$ cat config.mk
export PLATFORM = sky130hd
export DESIGN_NAME = instr_decode
export DESIGN_NICKNAME = d
export VERILOG_FILES = /design/src/rtl/instr_decode.sv
export SDC_FILE = /design/constraint.sdc
export NUM_CORES = 1
export LEC_CHECK = 0
export BUFFER_PORTS_ARGS = -buffer_cell sky130_fd_sc_hd__buf_2
export CAP_MARGIN = 5
export CORE_ASPECT_RATIO = 1.2
export CORE_MARGIN = 4
export CORE_UTILIZATION = 38
export CTS_BUF_LIST = sky130_fd_sc_hd__clkbuf_4 sky130_fd_sc_hd__clkbuf_8
export DETAILED_ROUTE_END_ITERATION = 7
export GPL_TIMING_DRIVEN = 0
export RECOVER_POWER = 50
export REMOVE_ABC_BUFFERS = 1
export SLEW_MARGIN = 15
export SYNTH_ARGS = -nofsm -noshare
export SYNTH_HDL_FRONTEND = slang
export SYNTH_SLANG_ARGS = --single-unit
export TNS_END_PERCENT = 10
$ cat constraint.sdc
create_clock -name clk -period 2.2 [get_ports clk]
set_clock_uncertainty 0.15 [all_clocks]
set_input_delay 0.22 -clock clk [delete_from_list [all_inputs] [get_ports clk]]
set_output_delay 0.22 -clock clk [all_outputs]
set_load 0.05 [all_outputs]
$ cat src/rtl/instr_decode.sv
// Instruction decode stage: decodes on entry into a 2-entry skid buffer and
// presents the oldest entry downstream with a valid/ready handshake.
module instr_decode #(
   parameter logic [5:0] ILLEGAL_OPC_MIN = 6'd40
) (
   input  logic        clk,
   input  logic        rst,
   input  logic        in_valid,
   input  logic [31:0] instr,
   input  logic [7:0]  next_PC,
   output logic        in_ready,
   input  logic        flush,
   input  logic        out_ready,
   output logic        out_valid,
   output logic [5:0]  opcode,
   output logic [4:0]  rs,
   output logic [4:0]  rt,
   output logic [4:0]  funct,
   output logic [31:0] imm32,
   output logic [7:0]  pc_out,
   output logic [7:0]  br_target,
   output logic        is_branch,
   output logic        illegal,
   output logic [15:0] dec_count
);

   typedef enum logic [1:0] {
      EMPTY = 2'd0,
      ONE   = 2'd1,
      TWO   = 2'd2
   } state_t;

   typedef struct packed {
      logic [5:0]  opcode;
      logic [4:0]  rs;
      logic [4:0]  rt;
      logic [4:0]  funct;
      logic [31:0] imm32;
      logic [7:0]  pc;
      logic [7:0]  br_target;
      logic        is_branch;
      logic        illegal;
   } entry_t;

   state_t      state_reg, state_next;
   entry_t      head_reg, head_next;
   entry_t      tail_reg, tail_next;
   entry_t      dec_entry;
   logic [15:0] count_reg, count_next;
   logic        accept;
   logic        deliver;

   // Occupancy alone drives the handshake, so in_ready never sees out_ready.
   assign in_ready  = (state_reg != TWO);
   assign out_valid = (state_reg != EMPTY);
   assign accept    = in_valid && in_ready;
   assign deliver   = out_valid && out_ready;

   always_comb begin
      dec_entry           = '0;
      dec_entry.opcode    = instr[31:26];
      dec_entry.rs        = instr[25:21];
      dec_entry.rt        = instr[20:16];
      dec_entry.funct     = instr[4:0];
      dec_entry.imm32     = {{16{instr[15]}}, instr[15:0]};
      dec_entry.pc        = next_PC;
      dec_entry.br_target = instr[7:0];
      dec_entry.is_branch = (instr[31:29] == 3'b100);
      dec_entry.illegal   = (instr[31:26] >= ILLEGAL_OPC_MIN);
   end

   always_comb begin
      state_next = state_reg;
      head_next  = head_reg;
      tail_next  = tail_reg;
      count_next = count_reg;
      if (flush) begin
         state_next = EMPTY;
      end else begin
         if (deliver && (count_reg != 16'hFFFF))
            count_next = count_reg + 16'd1;
         unique case (state_reg)
            EMPTY: begin
               if (accept) begin
                  head_next  = dec_entry;
                  state_next = ONE;
               end
            end
            ONE: begin
               // Simultaneous accept+deliver replaces the head in place.
               if (accept && deliver) begin
                  head_next = dec_entry;
               end else if (accept) begin
                  tail_next  = dec_entry;
                  state_next = TWO;
               end else if (deliver) begin
                  state_next = EMPTY;
               end
            end
            TWO: begin
               if (deliver) begin
                  head_next  = tail_reg;
                  state_next = ONE;
               end
            end
            default: state_next = EMPTY;
         endcase
      end
   end

   always_ff @(posedge clk or negedge rst) begin
      if (!rst) begin
         state_reg <= EMPTY;
         head_reg  <= '0;
         tail_reg  <= '0;
         count_reg <= '0;
      end else begin
         state_reg <= state_next;
         head_reg  <= head_next;
         tail_reg  <= tail_next;
         count_reg <= count_next;
      end
   end

   assign opcode    = head_reg.opcode;
   assign rs        = head_reg.rs;
   assign rt        = head_reg.rt;
   assign funct     = head_reg.funct;
   assign imm32     = head_reg.imm32;
   assign pc_out    = head_reg.pc;
   assign br_target = head_reg.br_target;
   assign is_branch = head_reg.is_branch;
   assign illegal   = head_reg.illegal;
   assign dec_count = count_reg;

endmodule
* Yosys cells after proc, flatten, opt, wreduce, memory -nomap -nowiden
Index checks and enable logic that the tools add are counted.
** Word-level totals
- Output and inout port bits :: 89
- Bits of input ports :: 45
- Flip-flop bits (word level) :: 144
- Logic and storage cells :: 58
** Cells by class
- $add $sub $neg :: 1
- Multiplexer cells :: 11
- Bitwise gates (word level) :: 2
- Order comparisons :: 1
- Reductions and logical operators :: 11
- Equality and inequality tests :: 12
** Operator list (count)
- 71-bit 2-to-1 mux :: 3
- 71-bit one-hot mux with 3 select lines :: 1
- 16-bit by 1-bit adder with 16-bit output, second input constant :: 1
- 16-bit inequality test, second input constant :: 1
- 2-bit 2-to-1 mux :: 6
- 3-bit inequality test, second input constant :: 3
- 2-bit inequality test, second input constant :: 4
- 4-bit AND reduction :: 2
- 6-bit greater-or-equal comparator, second input constant :: 1
- 2-bit one-hot mux with 3 select lines :: 1
- 5-bit AND reduction :: 1
- 1-bit logical AND :: 4
- 4-bit inequality test, second input constant :: 1
- 3-bit equality test, second input constant :: 1
- 3-bit nonzero test :: 1
- 2-bit by 1-bit equality test with 1-bit output, second input constant :: 1
- 2-bit equality test, second input constant :: 1
- 2-bit zero test :: 1
- 1-bit NOT :: 2
- 2-bit AND reduction :: 1
- 2-bit nonzero test :: 1

* Logic depth before layout (Yosys ltp)
- Word-level depth :: 7
- Depth in mapped cells :: 6

* Least setup slack after synthesis
OpenSTA, ideal clock, no wires.
- Kind :: flip-flop to flip-flop
- From :: register count_reg[0], in the netlist dec_count[0]
- To :: register count_reg[1], in the netlist dec_count[1]
- Data required time :: 1922 ps
- Setup slack :: 42 ps
- Arrival time :: 1880 ps
- Library setup time :: 128 ps
- Clock period less this slack :: 2158 ps
- Cell stages (with the launch flop) :: 7
- Path through :: dfrtp_1 ha_1 nand4_1 and4bb_1 buf_2 nor2_1 mux2_1
** On the way
- Cells in the longest elaborated chain, start to end :: 3
** RTL lines
- from (decl) :: line 49 : logic [15:0] count_reg, count_next;
- from (signal assigned) :: line 121 : count_reg <= count_next;
- branches (longest 3 deep; another with 16-bit by 1-bit adder with 16-bit output)
Parallel ways; which one is timed is not known.
A chain may end at the register's enable or synchronous reset.

* Final worst setup path
- From :: input port out_ready
- To :: register head_reg (netlist bit opcode[0])
** On the way
- Cells in the longest elaborated chain, start to end :: 4
** RTL lines
- from (decl) :: line 13 : input logic out_ready,
- 1-bit logical AND * :: line 57 : assign deliver = out_valid && out_ready;
- 1-bit logical AND :: line 91 : if (accept && deliver) begin
- 2-bit inequality test (no source line)
- 5-bit AND reduction (no source line) *
- to (signal assigned) :: line 119 : head_reg <= head_next;
- to (decl) :: line 46 : entry_t head_reg, head_next;
Mark *: on every way between the ends. The rest lies on a longest branch, timed or not.

==> results.toml <==
[run_status]
status = "complete, no violations"

[place]
portBuffers = 133
gp_congestion = 0.778
place_area_sq_mm = 0.00566
dp.cells = 616
hpwl_mm = 7.10

[cts]
cts_tree = "built"
clk_pin_slew_worst_paths_ns = 0.10
cts.sinks = 102
clk_latency_ns = 0.35
clockRootBuffer = "clkbuf_8"
cts-buffers-inserted = 9
htree_levels = 3
cts_buffer_depth = 2

[die]
ioPinCount = 134
core.rowCount = 45
initial_core_util_pct = 39.1
coreArea_sq_mm = 0.0127
die_w_um = 112
die_area_sq_mm = 0.0150
die_height_um = 133

[sta]
maxSlewViolCount = 0
tns_ns = 0
period_share_pct = 94.9
slew_headroom_pct = 18.9
worstMarginPinSlew_ns = 1.22
fmax_mhz = 479
setup_viol = 0
period_minus_slack_ns = 2.09
final-hold-violation-count = 0
hold_ws_ns = 0.115
rsz0062_at_grt = "false"

[setup_path]
arrival_ns = 2.18
worstSetupPathType = "in2reg"
critPathRequiredTime_ns = 2.30
crit_path_max_fanout = 22
end_kind = "flop"
worst_setup_path_start_kind = "primary input"

[flow_run]
max_cap_viol_count = 0

[cells_and_area]
largest_reg_flops = 42
final_cells = 680
post-route-cell-area_sq_mm = 0.00628
layout_commonest_cell = "dfrtp_1"
syn_to_final_growth_pct = 26.4
drive_gt1_share_pct = 46.9
final_util_pct = 49.4
diodes = 0
final_cell_mix = "dfrtp_1, buf_2, mux2_2, clkbuf_1, dlygate4sd3_1"
fillers = 1138
fin_nets = 557

[routing]
num_vias = 3288
initialDrtViolationCount = 128
avgViaCountPerCell = 4.84
drt-total-wl_mm = 10.8
drcViolationCount = 0
firstDrtPassIters = 4
post_drt_wl_per_cell_um = 15.9
antenna_left = 0

[yosys]
synth_seq_area_share_pct = 51.4
avgSynthCellArea_sq_um = 13.8
async_flop_share_pct = 100
syn_area_sq_mm = 0.00497
synth-seq-cells = 102
yosysWarnings = 0
syn_inst = 360
ys_types = 37
synthFlopType = "dfrtp_1"
synth-edff-count = 0

[global_routing]
gr-usage-met2_pct = 24.9
grt_overflow = 0
grtUsageTotal_pct = 14.5
met1_usage_pct = 18.4
met3_usage_pct = 2.73
grt_pass1_vias = 3526
grt_pass1_wl_mm = 17.7
grt-busiest-layer = "met2"
antenna_found_initial = 0
grt_start_max_net_pins = 55

[power]
p_per_area_mw_per_mm2 = 987
p_leak_uw = 0.00290
pwr-share-seq_pct = 41.8
p_int_uw = 3680
ir_drop_v = 0.000501
clock_power_share_pct = 21.5
pwr-share-comb_pct = 36.7
p_sw_uw = 2520
p_sw_share_pct = 40.6

[worst_hold_path]
hold_class = "in2reg"
-- per-layer routing --
metal	up-vias	share of wire, %
li1	1536	-
met1	1639	43
met2	104	49
met3	9	5.9
met4	0	1.1
met5	-	0
-- worst max-delay path, stage by stage --
cell,delay [ns]
dlygate4sd3_1,0.52
buf_2,0.15
nand2b_1,0.16
nand2_1,0.11
a21oi_4,0.43
buf_16,0.23
mux2_2,0.35
-- through the flow --
stage / total power [uW] / setup WS [ns]
finish: 6200 / 0.112
global route: 6500 / 0.0156
CTS: 6320 / 0.0469
detailed placement: 4890 / -0.0811
global placement: 4820 / -2.71
floorplan: 4280 / -4.14
-- worst paths after layout --
path	from	endpoint	slack, ns	depth (start not counted)
worst max-delay path	out_ready	opcode[0]$_DFFE_PN0P_	0.11	7
worst min-delay path	in_valid	state_reg[0]$_DFFE_PN0P_	0.12	4
worst max register to register	state_reg[0]$_DFFE_PN0P_	opcode[0]$_DFFE_PN0P_	0.12	5
worst min register to register	tail_reg[15]$_DFFE_PN0P_	tail_reg[15]$_DFFE_PN0P_	0.36	1
max in group asynchronous	rst	tail_reg[31]$_DFFE_PN0P_	0.33	3
min in group asynchronous	rst	tail_reg[63]$_DFFE_PN0P_	0.49	2
-- cells in the mapped netlist, types with 3 or more instances --
cell type | number | share of area, %
dfrtp_1 | 102 | 51
mux2_2 | 83 | 19
nor3_1 | 9 | 0.91
buf_6 | 4 | 0.91
xor2_1 | 9 | 1.6
buf_4 | 30 | 4.5
nor2_1 | 6 | 0.45
buf_2 | 11 | 1.1
mux2_1 | 5 | 1.1
xnor2_1 | 5 | 0.88
and4_1 | 4 | 0.70
o21ai_0 | 3 | 0.30
nand2_1 | 13 | 0.98
nand4_1 | 5 | 0.63
mux2_4 | 36 | 11
nand3_1 | 10 | 1.0
-- cell families after synthesis --
group,Yosys count,synth area share (%)
adders and majority gates,1,0.252
muxes,124,30.8
and+or+nand+nor,61,7.13
AOI/OAI and AO/OA,10,1.21
xor gates and xnor gates,14,2.47
buffers and inverters,48,6.77
DFF,102,51.4
-- area by class of cell --
| class | count | area, sq um | area share, % |
|---|---|---|---|
| Sequential cell | 102 | 2550 | 40.6 |
| Multi-Input combinational cell | 211 | 2110 | 33.6 |
| Timing Repair Buffer | 185 | 1180 | 18.7 |
| Tap cell | 164 | 205 | 3.27 |
| Clock buffer | 9 | 124 | 1.97 |
| Clock inverter | 7 | 104 | 1.65 |
| Inverter | 2 | 7.51 | 0.119 |
-- power groups by stage --
stage	combinational (uW)	sequential, uW	clock (uW)
after floorplan	614	3670	0
after global placement	2240	2580	0
after detailed placement	2280	2610	0
after CTS	2350	2580	1390
after global routing	2400	2650	1450
final	2270	2590	1330
-- timing repair --
action                     4_1_cts  5_1_grt
hold buffers                    43        0
setup endpoints to repair       24       24
cloned                           1        0
buffers inserted                 0        4
hold endpoints to repair        91        0
gates resized for setup          0        1
Note: power is estimated with default switching activity, not from simulation.
